$ cat src/rtl/icevga_pkg.sv
// icevga_pkg: shared definitions for the icevga codebase.
// Holds the line-buffer fill-state encoding and the default line-buffer
// geometry (words per visible line, per-bank word address width).
package icevga_pkg;

  // Fill-side state of the line-buffer ping-pong scheduler.
  typedef enum logic {
    FILL  = 1'b0,
    READY = 1'b1
  } fill_state_e;

  localparam int LINEBUF_WORDS_PER_LINE = 50;
  localparam int LINEBUF_ADDR_W         = 8;

endpackage

$ cat src/rtl/linebuf_bank_ctl_if.sv
// linebuf_bank_ctl_if: command-processor write handshake into the
// line-buffer bank controller.
//   wr_req  : command processor offers a word
//   wr_data : 16-bit pixel word
//   wr_ack  : word accepted this cycle (combinational from the controller)
// master = command processor, slave = linebuf_bank_ctl.
interface linebuf_bank_ctl_if;
  logic        wr_req;
  logic [15:0] wr_data;
  logic        wr_ack;

  modport master (output wr_req, output wr_data, input wr_ack);
  modport slave  (input wr_req, input wr_data, output wr_ack);
endinterface

$ cat src/rtl/linebuf_bank_ctl_sat_counter.sv
// sat_counter: 8-bit counter that increments on inc and holds at 255.
//   clk   : clock
//   nrst  : synchronous, active-high clear
//   inc   : increment request
//   count : current count
module sat_counter (
  input  logic       clk,
  input  logic       nrst,
  input  logic       inc,
  output logic [7:0] count
);

  logic [7:0] count_r;

  // Saturating count register.
  always_ff @(posedge clk) begin
    if (nrst) begin
      count_r <= 8'd0;
    end else if (inc && (count_r != 8'hFF)) begin
      count_r <= count_r + 8'd1;
    end else begin
      count_r <= count_r;
    end
  end

  assign count = count_r;

endmodule

$ cat src/rtl/linebuf_bank_ctl.sv
// linebuf_bank_ctl: ping-pong scheduler for the 512x16 line-buffer RAM,
// split into two banks of 2**ADDR_W words. The pixel generator reads the
// display bank while the command processor fills the other one; banks swap
// at line_end only once the fill bank is complete, otherwise an underrun is
// flagged and the old bank is shown again.
// Ports:
//   clk, nrst          : pixel clock, synchronous active-high reset
//   line_end           : pulse at last visible pixel of a line
//   flush              : pulse, discard partial fill and restart at word 0
//   wr_bus (slave)     : wr_req / wr_data / wr_ack write handshake
//   pix_raddr          : pixel-generator word address
//   ram_raddr          : {disp_bank, pix_raddr} to the RAM read port
//   ram_waddr/wdata    : registered RAM write address / data
//   ram_wclke          : registered RAM write enable
//   disp_bank          : bank being displayed
//   fill_ready         : fill bank complete, waiting for swap
//   underrun           : pulse, line_end seen while fill incomplete
//   underrun_cnt       : saturating underrun count (only with
//                        LINEBUF_UNDERRUN_CNT_EN defined)
module linebuf_bank_ctl
  import icevga_pkg::*;
#(
  parameter int WORDS_PER_LINE = LINEBUF_WORDS_PER_LINE,
  parameter int ADDR_W         = LINEBUF_ADDR_W
) (
  input  logic                clk,
  input  logic                nrst,
  input  logic                line_end,
  input  logic                flush,
  linebuf_bank_ctl_if.slave   wr_bus,
  input  logic [ADDR_W-1:0]   pix_raddr,
  output logic [ADDR_W:0]     ram_raddr,
  output logic [ADDR_W:0]     ram_waddr,
  output logic [15:0]         ram_wdata,
  output logic                ram_wclke,
  output logic                disp_bank,
  output logic                fill_ready,
  output logic                underrun
`ifdef LINEBUF_UNDERRUN_CNT_EN
  ,
  output logic [7:0]          underrun_cnt
`endif
);

  localparam logic [ADDR_W-1:0] LAST_ADDR = ADDR_W'(WORDS_PER_LINE - 1);
  localparam logic [ADDR_W-1:0] ADDR_ONE  = ADDR_W'(1);
  localparam logic [ADDR_W-1:0] ADDR_ZERO = ADDR_W'(0);

  fill_state_e       state_r;
  fill_state_e       state_nxt_s;
  logic [ADDR_W-1:0] fill_addr_r;
  logic [ADDR_W-1:0] fill_addr_nxt_s;
  logic              disp_bank_r;
  logic              disp_bank_nxt_s;
  logic              wr_ack_s;
  logic              underrun_nxt_s;

  logic [ADDR_W:0]   ram_waddr_r;
  logic [15:0]       ram_wdata_r;
  logic              ram_wclke_r;
  logic              fill_ready_r;
  logic              underrun_r;

  // Next-state, fill address, bank swap and handshake decode.
  always_comb begin
    state_nxt_s     = state_r;
    fill_addr_nxt_s = fill_addr_r;
    disp_bank_nxt_s = disp_bank_r;
    wr_ack_s        = 1'b0;
    underrun_nxt_s  = 1'b0;

    case (state_r)
      FILL: begin
        wr_ack_s       = wr_bus.wr_req & ~nrst & ~flush;
        // The state before the edge decides: a final word landing together
        // with line_end is still an underrun.
        underrun_nxt_s = line_end & ~flush;
        if (wr_ack_s) begin
          if (fill_addr_r == LAST_ADDR) begin
            state_nxt_s = READY;
          end else begin
            fill_addr_nxt_s = fill_addr_r + ADDR_ONE;
          end
        end else begin
          state_nxt_s = FILL;
        end
      end
      READY: begin
        if (line_end && !flush) begin
          disp_bank_nxt_s = ~disp_bank_r;
          fill_addr_nxt_s = ADDR_ZERO;
          state_nxt_s     = FILL;
        end else begin
          state_nxt_s = READY;
        end
      end
      default: begin
        state_nxt_s     = FILL;
        fill_addr_nxt_s = ADDR_ZERO;
      end
    endcase

    // Flush beats everything else and never swaps the display bank.
    if (flush) begin
      state_nxt_s     = FILL;
      fill_addr_nxt_s = ADDR_ZERO;
    end else begin
      underrun_nxt_s = underrun_nxt_s;
    end
  end

  // FSM state, fill address and display-bank registers.
  always_ff @(posedge clk) begin
    if (nrst) begin
      state_r     <= FILL;
      fill_addr_r <= ADDR_ZERO;
      disp_bank_r <= 1'b0;
    end else begin
      state_r     <= state_nxt_s;
      fill_addr_r <= fill_addr_nxt_s;
      disp_bank_r <= disp_bank_nxt_s;
    end
  end

  // Registered RAM write port and status flags. The bank bit is captured at
  // accept time, so a swap one cycle later cannot redirect the write.
  always_ff @(posedge clk) begin
    if (nrst) begin
      ram_waddr_r  <= '0;
      ram_wdata_r  <= 16'h0000;
      ram_wclke_r  <= 1'b0;
      fill_ready_r <= 1'b0;
      underrun_r   <= 1'b0;
    end else begin
      ram_wclke_r  <= wr_ack_s;
      fill_ready_r <= (state_nxt_s == READY);
      underrun_r   <= underrun_nxt_s;
      if (wr_ack_s) begin
        ram_waddr_r <= {~disp_bank_r, fill_addr_r};
        ram_wdata_r <= wr_bus.wr_data;
      end else begin
        ram_waddr_r <= ram_waddr_r;
        ram_wdata_r <= ram_wdata_r;
      end
    end
  end

  assign wr_bus.wr_ack = wr_ack_s;
  assign ram_raddr     = {disp_bank_r, pix_raddr};
  assign ram_waddr     = ram_waddr_r;
  assign ram_wdata     = ram_wdata_r;
  assign ram_wclke     = ram_wclke_r;
  assign disp_bank     = disp_bank_r;
  assign fill_ready    = fill_ready_r;
  assign underrun      = underrun_r;

`ifdef LINEBUF_UNDERRUN_CNT_EN
  sat_counter u_underrun_cnt (
    .clk   (clk),
    .nrst  (nrst),
    .inc   (underrun_r),
    .count (underrun_cnt)
  );
`endif

endmodule

$ cat src/flat_wrapper.sv
// flat-port wrapper written by rule: the top's interface ports become plain ports
module linebuf_bank_ctl_flat import icevga_pkg::*;
#(
  parameter int WORDS_PER_LINE = LINEBUF_WORDS_PER_LINE,
  parameter int ADDR_W         = LINEBUF_ADDR_W
)
  (clk, nrst, line_end, flush, pix_raddr, ram_raddr, ram_waddr, ram_wdata, ram_wclke, disp_bank, fill_ready, underrun, wr_bus_wr_req, wr_bus_wr_data, wr_bus_wr_ack);
  linebuf_bank_ctl_if wr_bus_i ();
  input  logic clk;
  input  logic nrst;
  input  logic line_end;
  input  logic flush;
  input  logic [ADDR_W-1:0] pix_raddr;
  output logic [ADDR_W:0] ram_raddr;
  output logic [ADDR_W:0] ram_waddr;
  output logic [15:0] ram_wdata;
  output logic ram_wclke;
  output logic disp_bank;
  output logic fill_ready;
  output logic underrun;
  input wire logic [$bits(wr_bus_i.wr_req)-1:0] wr_bus_wr_req;
  input wire logic [$bits(wr_bus_i.wr_data)-1:0] wr_bus_wr_data;
  output wire logic [$bits(wr_bus_i.wr_ack)-1:0] wr_bus_wr_ack;
  assign wr_bus_i.wr_req = wr_bus_wr_req;
  assign wr_bus_i.wr_data = wr_bus_wr_data;
  assign wr_bus_wr_ack = wr_bus_i.wr_ack;
  linebuf_bank_ctl #(.WORDS_PER_LINE(WORDS_PER_LINE), .ADDR_W(ADDR_W)) u_core (.clk(clk), .nrst(nrst), .line_end(line_end), .flush(flush), .wr_bus(wr_bus_i), .pix_raddr(pix_raddr), .ram_raddr(ram_raddr), .ram_waddr(ram_waddr), .ram_wdata(ram_wdata), .ram_wclke(ram_wclke), .disp_bank(disp_bank), .fill_ready(fill_ready), .underrun(underrun));
endmodule
$ cat config.mk
export PLATFORM = sky130hd
export DESIGN_NAME = linebuf_bank_ctl_flat
export DESIGN_NICKNAME = d
export VERILOG_FILES = /design/src/rtl/icevga_pkg.sv /design/src/rtl/linebuf_bank_ctl_if.sv /design/src/rtl/linebuf_bank_ctl_sat_counter.sv /design/src/rtl/linebuf_bank_ctl.sv /design/src/flat_wrapper.sv
export SDC_FILE = /design/constraint.sdc
export NUM_CORES = 1
export LEC_CHECK = 0
export CAP_MARGIN = 20
export CORE_MARGIN = 5
export CORE_UTILIZATION = 25
export CTS_CLUSTER_DIAMETER = 60
export CTS_CLUSTER_SIZE = 20
export DETAILED_ROUTE_END_ITERATION = 8
export DONT_BUFFER_PORTS = 1
export RECOVER_POWER = 50
export SETUP_SLACK_MARGIN = 0.15
export SLEW_MARGIN = 10
export SYNTH_ARGS = -nofsm -noshare
export SYNTH_HDL_FRONTEND = slang
export SYNTH_HIERARCHICAL = 1
export SYNTH_SLANG_ARGS = --single-unit
$ cat constraint.sdc
create_clock -name clk -period 1.9 [get_ports clk]
set_input_delay 0.38 -clock clk [delete_from_list [all_inputs] [get_ports clk]]
set_output_delay 0.38 -clock clk [all_outputs]
set_load 0.02 [all_outputs]
==> results of run 1 <==
-- state kept, by name, indices dropped and copies added, names as in the netlist --
name,count
u_core/disp_bank,1
u_core/fill_addr_r,8
u_core/fill_ready,1
u_core/ram_waddr,9
u_core/ram_wclke,1
u_core/ram_wdata,16
u_core/underrun,1
-- where the power goes --
| group | switching (mW) | internal, mW |
|---|---|---|
| clock | 0.277 | 0.428 |
| sequential | 0.0422 | 0.798 |
| combinational | 0.0293 | 0.0277 |
| total | 0.349 | 1.25 |
-- area by class of cell --
cell class | count | area, sq um | area share [%]
multi-input combinational | 127 | 722 | 42.2
clock inverter | 1 | 30.0 | 1.75
tap | 77 | 96.3 | 5.63
clock buffer | 7 | 86.3 | 5.04
inverter | 2 | 7.51 | 0.439
sequential | 37 | 742 | 43.3
timing repair buffer | 2 | 27.5 | 1.61
-- metrics by stage --
step	utilization (%)	std cells	instance area (sq um)	power (mW)
6_report	27.4	253	1710	1.60
5_1_grt	27.4	253	1710	1.68
4_1_cts	27.4	253	1710	1.63
3_5_place_dp	25.5	245	1590	0.917
3_3_place_gp	25.5	245	1590	0.916
2_1_floorplan	-	186	1580	0.931
-- how the worst max path moves through the flow --
stage / startpoint / end / depth (start not counted)
2_1_floorplan: u_core/fill_ready / u_core/fill_addr_r[2] / 4
3_3_place_gp: flush / u_core/fill_addr_r[2] / 4
3_5_place_dp: u_core/fill_addr_r[1] / u_core/fill_addr_r[2] / 6
4_1_cts: u_core/fill_ready / wr_bus_wr_ack / 2
5_1_grt: u_core/fill_addr_r[0] / u_core/fill_addr_r[2] / 5
6_report: u_core/fill_ready / wr_bus_wr_ack / 2
-- critical path, cell delays in order, from the launching register on --
cell	delay, ns
dfxtp_1	0.34
nor4b_4	0.37
buf_12	0.27
-- layer usage --
| metal | global-route usage [%] | vias to the layer above |
|---|---|---|
| met3 | 4.33 | 7 |
| met1 | 12.2 | 541 |
| met5 | 0 | - |
| met2 | 13.6 | 54 |
| li1 | - | 594 |
| met4 | 4.74 | 0 |
-- cells in the final DEF (no fill, tap or decap), drive strengths merged, types with 2 or more instances in the layout --
cell type / instances
dfxtp: 37
a21oi: 4
and3: 3
nand3: 8
nand2b: 25
ha: 2
inv: 2
clkbuf: 7
nand3b: 2
buf: 2
o21a: 2
a31oi: 2
nor4b: 2
nor2: 6
o21ai: 26
nand2: 28
-- logic make-up after synthesis --
group / after synthesis / share of synthesized area, %
AOI/OAI and AO/OA: 41 / 14.9
xor gates and xnor gates: 1 / 0.555
adders and majority gates: 2 / 1.58
buffers and inverters: 22 / 7.37
DFF: 37 / 46.9
muxes: 1 / 0.634
and+or+nand+nor: 82 / 28.1
-- timing repair --
action | in CTS | in global routing
setup endpoints to repair | 0 | 1
gates resized for setup | 0 | 1
buffers inserted | 0 | 0
hold endpoints to repair | 0 | 0
==> impl_metrics.csv, run 1 <==
group,metric,value,unit
run_status,status,"complete, no violations",
drt,wl_met3,429,microns
worst_setup_path,reg2reg_depth,4,
die,rows,29,
timing,setup-tns-final,0,ns
drt,top_layer_used,"met4",
drt,wl_met2,1420,microns
die,start_util,25.3,%
place,place.gp.congestion,0.837,
cts,clock_sinks,37,
synthesis,syn_area_per_cell,8.49,sq um
drt,drc,0,
global_routing,grt_pass1_vias,1212,
synthesis,ys_types,34,
global_routing,grtUsageTotal,9.58,%
timing,holdWs,0.157,ns
global_routing,overflow,0,
synthesis,synth_top_area_share,46.9,%
cts,cts_made_buffers,5,
layout,antenna_cells,0,
global_routing,grt_pass1_wl,5830,microns
drt,drt-pass1-iter-count,4,
place,dp_slack,0.251,ns
drt,drt-initial-drc-count,74,
cts,path_clk_slew,0.07,ns
synthesis,synthTopCellsByArea,"dfxtp_1 (47%), nand2b_1 (9.9%), o21ai_0 (8.2%)",
power_and_ir_drop,ir_drop,0.304,mV
synthesis,synth_area,0.00158,sq mm
die,die-area,0.00801,sq mm
job,drv_cap,0,
cts,clock_path_buffers,2,
timing,setup_violations,0,
synthesis,ys_warn_count,6,
synthesis,yosysMostFrequentCell,"dfxtp_1",
hold_path,min_from,"flush",
timing,max_freq,607,MHz
die,core_area,0.00624,sq mm
synthesis,synthArstFlopShare,0,%
worst_setup_path,startpoint_type,"flop",
worst_setup_path,r2r-start,"u_core/fill_ready",
die,io_pins,68,
global_routing,grt_max_degree,54,
cts,cts_root_buffer,"clkbuf_8",
hold_path,hold_path_class,"input port to flop",
cts,cts_tree,"yes",
layout,fillers,682,
drt,antenna_left,0,
synthesis,netlist.top_cell.by_area,"dfxtp_1",
timing,slew_viol_final,0,
drt,wire_per_inst,13.7,microns
power_and_ir_drop,power.leakage,0.580,nW
worst_setup_path,rrSetupSlack,0.27,ns
cts,ctsHtreeMaxLevel,2,
synthesis,ys_seq_area_share,46.9,%
timing,fin_crit,1.65,ns
timing,relSlewSlack,67.9,%
timing,finalHoldViolations,0,
die,die_w,89.5,microns
worst_setup_path,end_kind,"output port",
layout,nNetsFinal,206,
cts,clock_latency,0.29,ns
drt,wl_met1,1560,microns
synthesis,synth_ff_type,"dfxtp_1",
worst_setup_path,crit_arrival,1.27,ns
synthesis,ys_ff_latch,37,
drt,finalWirelength,3460,microns
synthesis,synth_common_cells,"dfxtp_1 (37), nand2_1 (28), o21ai_0 (26), nand2b_1 (25), clkbuf_1 (11)",
worst_setup_path,critPathRequiredTime,1.52,ns
drt,routed_via_density,4.73,
timing,setup_ws,0.251,ns
worst_setup_path,r2r-end,"u_core/fill_addr_r[2]",
cts,hold_buffers,0,
timing,period_share,86.8,%
hold_path,min_to,"u_core/ram_wclke",
place,place_hpwl,2400,microns
timing,finalClockSkew,0.00570,ns
place,port_buffers,0,
timing,rsz0062_at_grt,"false",
layout,area_growth,8.40,%
worst_setup_path,cp_max_fo,53,
drt,vias,1196,
synthesis,syn-num-nets,217,
timing,worst_pin_slew,0.481,ns
synthesis,synth_edf_count,0,
die,die_y,89.5,microns
power_and_ir_drop,power_density,937,mW/mm^2
global_routing,antenna_found_initial,0,
hold_path,hold_path_depth,1,
layout,drive_above_1_share,7.39,%
synthesis,syn-instance-count,186,
worst_setup_path,path_class,"flop to output port",
(Power assumes the default switching activity.)
==> inputs of run 2 (changes only) <==
Settings changed: DONT_BUFFER_PORTS 1 to unset.
==> run 2 against run 1 <==
Effect of this change:
- count of clock-buffer cells in the layout is the same
- combinational power grew to 3.2 times the previous value
- critical path depth shrank 1
- sequential cell count is the same
- first-iteration DRC count grew 22%
- utilization grew 8.2 points
- via count grew 18%
==> impl_metrics.csv, run 2 (synthesis gave the netlist of run 1 again) <==
group,metric,value,unit
timing,slew_viol_final,0,
die,die-area,0.00801,sq mm
power_and_ir_drop,p_comb_share,11.4,%
worst_setup_path,end_kind,"output port",
global_routing,antenna_found_initial,0,
job,drv_cap,0,
timing,worst_pin_slew,0.404,ns
cts,cts_made_buffers,5,
layout,nNetsFinal,264,
drt,drt-pass1-iter-count,4,
cts,ctsHtreeMaxLevel,2,
cts,cts_resized,5,
layout,final_cell_mix,"clkdlybuf4s50_1 (39), dfxtp_1 (36), nand2_1 (28)",
timing,finalClockSkew,0.00401,ns
power_and_ir_drop,switching_share,23.5,%
timing,period_share,88.2,%
die,die_y,89.5,microns
power_and_ir_drop,ir_drop,0.355,mV
cts,clock_sinks,37,
timing,max_freq,597,MHz
global_routing,grt_max_degree,32,
drt,wire_per_inst,12.5,microns
place,place_hpwl,2710,microns
drt,drc,0,
cts,cts_root_buffer,"clkbuf_8",
cts,post_cts_buffers,0,
die,core_area,0.00624,sq mm
global_routing,overflow,0,
die,io_pins,68,
timing,fin_crit,1.68,ns
drt,routed_via_density,4.52,
power_and_ir_drop,power_density,720,mW/mm^2
timing,finalHoldViolations,0,
layout,antenna_cells,0,
timing,setup_violations,0,
die,start_util,25.3,%
worst_setup_path,path_buf_inv,1,
worst_setup_path,crit_arrival,1.30,ns
worst_setup_path,crit_path_max_incr_delay,0.67,ns
die,die_w,89.5,microns
cts,clock_latency,0.29,ns
hold_path,hold_path_class,"flop to flop",
layout,largest_reg_flops,16,
drt,finalWirelength,3900,microns
drt,vias,1407,
drt,antenna_left,0,
worst_setup_path,path_cells,"dlygate4sd3_1",
global_routing,grt_pass1_vias,1394,
worst_setup_path,cp_max_fo,2,
cts,path_clk_slew,0.07,ns
power_and_ir_drop,seqPwrFrac,50.7,%
timing,relSlewSlack,72.8,%
layout,mostFrequentLayoutCell,"clkdlybuf4s50_1",
worst_setup_path,crit_slowest_cell,"dlygate4sd3_1",
worst_setup_path,crit_family,"buffers and inverters",
worst_setup_path,critPathRequiredTime,1.52,ns
global_routing,grtUsageTotal,10.6,%
layout,area_growth,40.6,%
layout,drive_above_1_share,8.12,%
place,port_buffers,51,
power_and_ir_drop,power.leakage,0.808,nW
global_routing,grt_pass1_wl,6540,microns
cts,cts_tree,"yes",
cts,hold_buffers,0,
worst_setup_path,path_class,"flop to output port",
cts,clock_path_buffers,2,
power_and_ir_drop,power.switching,0.376,mW
worst_setup_path,startpoint_type,"flop",
drt,drt-initial-drc-count,90,
timing,holdWs,0.473,ns
place,place.gp.congestion,0.788,
timing,rsz0062_at_grt,"false",
run_status,status,"complete, no violations",
power_and_ir_drop,internal_power,1.22,mW
power_and_ir_drop,clock_power_share,38.0,%
die,rows,29,
power_and_ir_drop,total_power,1.60,mW
timing,setup-tns-final,0,ns
## run 2: cell types whose count changed in the layout (fill, tap and decap cells not counted)
| cell | delta |
|---|---|
| clkdlybuf4s50_1 | +39 |
| buf_12 | -1 |
| clkbuf_8 | +1 |
| buf_4 | +5 |
| clkinv_2 | +1 |
| bufinv_16 | -1 |
| dlygate4sd3_1 | +5 |
| clkbuf_1 | +3 |
| clkbuf_4 | +1 |
| dlygate4sd2_1 | +5 |
## run 2: layout make-up
type	count	area (sq um)
clock inverters	1	5.00
repair buffers	60	552
clock buffers	7	96.3
inverters	2	7.51
well taps	77	96.3
fillers	676	4020
multi-input cells	127	722
flip-flops and latches	37	742
## run 2: worst register-to-register path: stages (launching register included)
cell	delay [ns]
dfxtp_1	0.34
nor4b_4	0.28
clkbuf_4	0.18
a21bo_2	0.24
clkbuf_1	0.14
and3_1	0.18
o21a_1	0.16
## run 2: stage by stage
| stage | utilization, % | area, sq um | cells | worst slack [ns] |
|---|---|---|---|---|
| 3_3_place_gp | 34.4 | 2140 | 303 | -0.255 |
| 2_1_floorplan | - | 1580 | 186 | 0.180 |
| 6_report | 35.6 | 2220 | 311 | 0.224 |
| 3_5_place_dp | 34.4 | 2140 | 303 | -0.253 |
| 5_1_grt | 35.6 | 2220 | 311 | 0.168 |
| 4_1_cts | 35.9 | 2240 | 311 | 0.179 |
## run 2: worst paths after layout
check | slack [ns] | to | start | cells after the start
worst max-delay path | 0.22 | ram_wdata[7] | u_core/ram_wdata[7] | 1
worst min-delay path | 0.47 | u_core/ram_wdata[15] | u_core/ram_wdata[15] | 2
worst max register to register | 0.28 | u_core/fill_addr_r[1] | u_core/fill_ready | 6
worst min register to register | 0.47 | u_core/ram_wdata[15] | u_core/ram_wdata[15] | 2
## run 2: power by group through the flow
stage / clock network [mW] / logic, mW / registers, mW
6_report: 0.607 / 0.182 / 0.811
3_3_place_gp: 0 / 0.188 / 0.828
2_1_floorplan: 0 / 0.0766 / 0.854
3_5_place_dp: 0 / 0.188 / 0.829
4_1_cts: 0.637 / 0.186 / 0.811
5_1_grt: 0.670 / 0.197 / 0.815
## run 2: routing by layer
metal  routed length (microns)  global-route usage (%)  vias up
met3                       406                    4.42        8
met5                         0                       0        -
met4                        37                    4.47        0
met1                      1760                    12.7      633
li1                          -                       -      711
met2                      1690                    16.6       55
==> inputs of run 3 (changes only) <==
Settings changed: CTS_BUF_LIST set to sky130_fd_sc_hd__clkbuf_4 sky130_fd_sc_hd__clkbuf_8, CTS_CLUSTER_DIAMETER 60 to 80.
==> results of run 3 <==
The final DEF is identical to that of run 2; final timing and power are the same.
